File: src/rtl/adder_pkg.sv
// Shared adder definitions: default widths, gather FSM states and the count-width helper.
package adder_pkg;

    localparam int unsigned DEF_BITS = 8;
    localparam int unsigned DEF_NUM  = 8;

    typedef enum logic {
        FILL = 1'b0,
        HOLD = 1'b1
    } gather_state_t;

    // Width needed to hold the values 0..n inclusive.
    function automatic int unsigned count_w(input int unsigned n);
        return $clog2(n + 1);
    endfunction

endpackage

File: src/rtl/adder_gather_if.sv
// Stream-in / frame-out handshake bundle of the adder gather front end.
interface adder_gather_if
    import adder_pkg::*;
#(
    parameter int unsigned bits = DEF_BITS,
    parameter int unsigned num  = DEF_NUM
);

    logic                      in_valid;
    logic                      in_ready;
    logic [bits-1:0]           in_data;
    logic                      in_last;
    logic                      out_valid;
    logic                      out_ready;
    logic [num*bits-1:0]       out_data;
    logic [count_w(num)-1:0]   out_count;
    logic                      out_partial;

    modport slave (
        input  in_valid, in_data, in_last, out_ready,
        output in_ready, out_valid, out_data, out_count, out_partial
    );

    modport master (
        output in_valid, in_data, in_last, out_ready,
        input  in_ready, out_valid, out_data, out_count, out_partial
    );

endinterface

File: src/rtl/adder_gather_slot.sv
// One gathered word: data register plus valid bit, reading as zero while not valid.
module adder_gather_slot
    import adder_pkg::*;
#(
    parameter int unsigned bits = DEF_BITS
) (
    input  logic            clk,
    input  logic            rst_n,
    input  logic            load,
    input  logic            clear,
    input  logic [bits-1:0] d,
    output logic [bits-1:0] q_c
);

    logic [bits-1:0] data;
    logic            valid;

    // Load wins over clear so a word arriving with a frame consume lands in the new frame.
    always_ff @(posedge clk or negedge rst_n) begin
        if (!rst_n) begin
            data  <= '0;
            valid <= 1'b0;
        end else if (load) begin
            data  <= d;
            valid <= 1'b1;
        end else if (clear) begin
            valid <= 1'b0;
        end
    end

    assign q_c = valid ? data : '0;

endmodule

File: src/rtl/adder_gather.sv
// Gathers num stream words into one zero-padded parallel frame for the adder tree.
module adder_gather
    import adder_pkg::*;
#(
    parameter int unsigned bits = DEF_BITS,
    parameter int unsigned num  = DEF_NUM
) (
    input  logic           clk,
    input  logic           rst_n,
    adder_gather_if.slave  bus
);

    localparam int unsigned CNT_W   = $clog2(num);
    localparam int unsigned COUNT_W = count_w(num);

    gather_state_t                 state;
    gather_state_t                 state_nxt;
    logic [CNT_W-1:0]              cnt;
    logic [COUNT_W-1:0]            count_q;
    logic                          partial_q;
    logic                          valid_c;
    logic                          in_ready_c;
    logic                          accept;
    logic                          consume;
    logic                          last_slot;
    logic                          close;
    logic [num-1:0][bits-1:0]      slot_q;

    assign in_ready_c = !valid_c | bus.out_ready;
    assign accept     = bus.in_valid & in_ready_c;
    assign consume    = valid_c & bus.out_ready;
    assign last_slot  = (cnt == CNT_W'(num - 1));
    assign close      = accept & (last_slot | bus.in_last);

    always_ff @(posedge clk or negedge rst_n) begin
        if (!rst_n) begin
            state <= FILL;
        end else begin
            state <= state_nxt;
        end
    end

    always_comb begin
        state_nxt = state;
        case (state)
            FILL:    if (close) state_nxt = HOLD;
            HOLD:    if (consume) state_nxt = close ? HOLD : FILL;
            default: state_nxt = FILL;
        endcase
    end

    always_comb begin
        valid_c = 1'b0;
        case (state)
            HOLD:    valid_c = 1'b1;
            default: valid_c = 1'b0;
        endcase
    end

    // Word counter and frame descriptor captured on the closing word.
    always_ff @(posedge clk or negedge rst_n) begin
        if (!rst_n) begin
            cnt       <= '0;
            count_q   <= '0;
            partial_q <= 1'b0;
        end else if (close) begin
            cnt       <= '0;
            count_q   <= COUNT_W'(cnt) + COUNT_W'(1);
            partial_q <= !last_slot;
        end else begin
            if (accept) begin
                cnt <= cnt + CNT_W'(1);
            end
            if (consume) begin
                count_q   <= '0;
                partial_q <= 1'b0;
            end
        end
    end

    for (genvar k = 0; k < int'(num); k++) begin : g_slot
        adder_gather_slot #(.bits(bits)) u_slot (
            .clk   (clk),
            .rst_n (rst_n),
            .load  (accept && (cnt == CNT_W'(k))),
            .clear (consume),
            .d     (bus.in_data),
            .q_c   (slot_q[k])
        );
    end

    assign bus.in_ready    = in_ready_c;
    assign bus.out_valid   = valid_c;
    assign bus.out_data    = slot_q;
    assign bus.out_count   = count_q;
    assign bus.out_partial = partial_q;

endmodule

File: src/flat_wrapper.sv
// flat-port wrapper written by rule: the top's interface ports become plain ports
module adder_gather_flat import adder_pkg::*;
#(
    parameter int unsigned bits = DEF_BITS,
    parameter int unsigned num  = DEF_NUM
)
  (clk, rst_n, bus_in_valid, bus_in_data, bus_in_last, bus_out_ready, bus_in_ready, bus_out_valid, bus_out_data, bus_out_count, bus_out_partial);
  adder_gather_if #(.bits(bits), .num(num)) bus_i ();
  input  logic clk;
  input  logic rst_n;
  input wire logic [$bits(bus_i.in_valid)-1:0] bus_in_valid;
  input wire logic [$bits(bus_i.in_data)-1:0] bus_in_data;
  input wire logic [$bits(bus_i.in_last)-1:0] bus_in_last;
  input wire logic [$bits(bus_i.out_ready)-1:0] bus_out_ready;
  output wire logic [$bits(bus_i.in_ready)-1:0] bus_in_ready;
  output wire logic [$bits(bus_i.out_valid)-1:0] bus_out_valid;
  output wire logic [$bits(bus_i.out_data)-1:0] bus_out_data;
  output wire logic [$bits(bus_i.out_count)-1:0] bus_out_count;
  output wire logic [$bits(bus_i.out_partial)-1:0] bus_out_partial;
  assign bus_i.in_valid = bus_in_valid;
  assign bus_i.in_data = bus_in_data;
  assign bus_i.in_last = bus_in_last;
  assign bus_i.out_ready = bus_out_ready;
  assign bus_in_ready = bus_i.in_ready;
  assign bus_out_valid = bus_i.out_valid;
  assign bus_out_data = bus_i.out_data;
  assign bus_out_count = bus_i.out_count;
  assign bus_out_partial = bus_i.out_partial;
  adder_gather #(.bits(bits), .num(num)) u_core (.clk(clk), .rst_n(rst_n), .bus(bus_i));
endmodule
File: config.mk
export PLATFORM = sky130hd
export DESIGN_NAME = adder_gather_flat
export DESIGN_NICKNAME = d
export VERILOG_FILES = /design/src/rtl/adder_pkg.sv /design/src/rtl/adder_gather_if.sv /design/src/rtl/adder_gather_slot.sv /design/src/rtl/adder_gather.sv /design/src/flat_wrapper.sv
export SDC_FILE = /design/constraint.sdc
export NUM_CORES = 1
export LEC_CHECK = 0
export ABC_AREA = 0
export CAP_MARGIN = 20
export CORE_MARGIN = 4
export CORE_UTILIZATION = 45
export CTS_CLUSTER_DIAMETER = 40
export DETAILED_ROUTE_END_ITERATION = 7
export HOLD_SLACK_MARGIN = 0.15
export PLACE_DENSITY = 0.73
export SLEW_MARGIN = 40
export SYNTH_ARGS = -nofsm -noshare
export SYNTH_HDL_FRONTEND = slang
export SYNTH_SLANG_ARGS = --single-unit
File: constraint.sdc
create_clock -name clk -period 1.5 [get_ports clk]
set_input_delay 0.3 -clock clk [delete_from_list [all_inputs] [get_ports clk]]
set_output_delay 0.3 -clock clk [all_outputs]
set_load 0.1 [all_outputs]
==> impl_metrics.yaml <==
routing:
  wl_per_cell_um: 18.7
  postRouteAntennaNets: 0
  drt_iter0_drc: 112
  viasPerCell: 5.11
  first_pass_iters: 4
  detail_route.wirelength_mm: 9.40
  vias: 2564
  drc: 0
cts:
  clk_path_buf_depth: 2
  insertion_delay_ns: 0.34
  clock_sinks: 81
  htreeDepth: 3
  root_buffer: "clkbuf_8"
  cts_tree: "built"
  path_clk_slew_ns: 0.08
  numCtsBuffers: 9
job:
  drv_cap: 0
placed_design:
  portBuffers: 83
  gp_congestion: 0.823
  dp.cells: 471
  dp_hpwl_mm: 5.95
sta:
  timing.fmax_mhz: 655
  hold_viol: 0
  slew_headroom: 0.679
  fin_ws_ns: -0.0267
  rsz0062_at_grt: "yes"
  setup_viol: 1
  post-route-period-util: 1.02
  slew_viol_final: 0
  fin_skew_ns: 0.00760
  worst_slew_pin_slew_ns: 0.480
  fin_tns_setup_ns: -0.0267
  period_minus_slack_ns: 1.53
global_routing:
  first_global_vias: 2711
  grt_pass1_wl_mm: 14.2
  gr-total-overflow: 0
  antenna_found_initial: 0
  track_usage: 0.191
  grt_max_degree: 82
setup_path:
  cp_cell_sequence: "ha_2, ha_4, nor2_4, nand3b_4, mux2i_2"
  worstPathArrival_ns: 1.78
  required_ns: 1.75
  crit_type: "reg2reg"
  critPathCaptureType: "register"
  r2r_cells: 5
  start_kind: "register"
  worst_path_max_delay_cell: "dfrtp_1"
  critPathMaxFanout: 6
  cp_slowest_stage_delay_ns: 0.44
worst_hold_path:
  hold_path.class: "in2async"
final_layout:
  multi_input_area_um2: 1720
  final-seq-area_um2: 2040
  syn2layout_area_growth_pct: 63.9
  fill_cells: 446
  antenna_cells: 0
  fin_cells: 502
  drive_above_1_share: 0.570
  nets: 414
status:
  failed_checks: "negative setup slack"
  outcome: "complete, but fails checks"
synthesis:
  avgSynthCellArea_um2: 13.4
  yosysWarnings: 0
  synthTopCellsByArea: "dfrtp_1 56%, mux2_2 20%, and2_1 11%"
  synth-main-ff-cell: "dfrtp_1"
  syn_inst: 271
  ys_seq_area_frac: 0.558
  synth-seq-cells: 81
  ys_types: 21
  async_flop_share: 1.00
  synth_largest_area_cell: "dfrtp_1"
  synth_most_common_cell: "dfrtp_1"
  synth.top_cell.area_share: 0.558
  syn_area_um2: 3630
  synth_commonest_cells: "81 x dfrtp_1, 64 x and2_1, 64 x mux2_2"
  synth_edf_count: 0
  syn_nets: 290
floorplan:
  die_area_um2: 9570
  core_area_um2: 7810
  start_util: 0.465
  rows: 32
  die_w_um: 97.8
  die_h_um: 97.8
  ioPinCount: 84
power_and_ir_drop:
  powerDensity_nw_per_um2: 2080
  ir_drop_uv: 1470
  p_leak_nw: 2.73
## state kept, by name, summed over array words and instances (netlist names)
signal / cells
u_core.g_slot.u_slot.valid: 8
u_core.g_slot.u_slot.data: 64
u_core.cnt: 3
u_core.bus.out_partial: 1
u_core.state: 1
u_core.bus.out_count: 4
## where the power goes
part / total [W] / switching (W) / internal, W
Clock: 0.00154 / 0.000725 / 0.000812
Sequential: 0.00371 / 0.000617 / 0.00309
Combinational: 0.00711 / 0.00430 / 0.00280
Total: 0.0124 / 0.00565 / 0.00671
## path summary, 6_finish.rpt
check | slack, ns | to | from
worst max-delay path | -0.03 | u_core.bus.out_count[1] | u_core.cnt[1]
worst min-delay path | 0.50 | u_core.g_slot[7].u_slot.data[4] | rst_n
worst max register to register | -0.03 | u_core.bus.out_count[1] | u_core.cnt[1]
worst min register to register | 0.50 | u_core.g_slot[1].u_slot.data[5] | u_core.g_slot[1].u_slot.data[5]
max in group asynchronous | 0.64 | u_core.g_slot[1].u_slot.valid | rst_n
min in group clk | 0.50 | u_core.g_slot[1].u_slot.data[5] | u_core.g_slot[1].u_slot.data[5]
## layout by cell type, fill, tap and decap left out, types with 2 or more instances in the layout
| master | instances |
|---|---|
| mux2_4 | 2 |
| nand4_4 | 3 |
| buf_12 | 75 |
| buf_4 | 25 |
| ha_2 | 2 |
| nor3_1 | 2 |
| clkbuf_1 | 3 |
| clkbuf_8 | 10 |
| inv_1 | 3 |
| nand3_4 | 5 |
| and2_1 | 50 |
| and2_4 | 14 |
| dfrtp_1 | 71 |
| buf_6 | 2 |
| ha_4 | 4 |
| mux2_2 | 64 |
| clkinv_2 | 2 |
| mux2i_1 | 5 |
| nand2_1 | 25 |
| clkdlybuf4s50_1 | 11 |
| dfrtp_2 | 9 |
## logic make-up (layout without fill, tap and decap cells)
group                    Yosys count  in the layout  synth area share
AND/OR/NAND/NOR                  104            106             0.185
flip-flops                        81             81             0.558
multiplexers                      72             72             0.222
buffers and inverters              8            135            0.0145
adder cells (fa/ha/maj)            6              6            0.0207
## area by class of cell
class / count / share of cell area
flip-flops and latches: 81 / 0.343
repair buffers: 115 / 0.312
multi-input cells: 184 / 0.289
clock buffers: 13 / 0.0250
well taps: 102 / 0.0214
clock inverters: 3 / 0.00673
inverters: 4 / 0.00252
## layer usage
layer | routed length (µm) | global-route usage | part of all wire | vias up
li1 | - | - | - | 1171
met1 | 3720 | 0.238 | 0.40 | 1300
met2 | 5040 | 0.331 | 0.54 | 79
met3 | 473 | 0.0371 | 0.050 | 14
met4 | 167 | 0.0714 | 0.018 | 0
met5 | 0 | 0 | 0 | -
## metrics by stage
step                      utilization  worst slack (ns)  area, µm²  power (W)  hold WS (ns)
after floorplan                     -           -0.0761       3660    0.00793       0.00441
after CTS                       0.740           0.00166       5780     0.0121         0.502
final                           0.762           -0.0267       5950     0.0124         0.496
after detailed placement        0.701            -0.233       5480     0.0105         0.354
after global routing            0.762           -0.0639       5950     0.0128         0.517
after global placement          0.701            -0.205       5480     0.0103         0.352
## worst max-delay path, delay by kind of cell (launching register included)
family	cells	cell delay (ns)
mux	1	0.27
flops	1	0.44
simple gates	2	0.29
fa+ha+maj	2	0.43
## what timing repair did
action / in CTS / in global routing
endpoints found under the setup margin: 92 / 78
buffers inserted: 9 / 2
gates cloned: 0 / 3
hold buffers: 1 / 0
endpoints found under the hold margin: 81 / 0
pin swaps: 0 / 3
resized for setup: 14 / 28
Power figures use the tool's default switching activity.
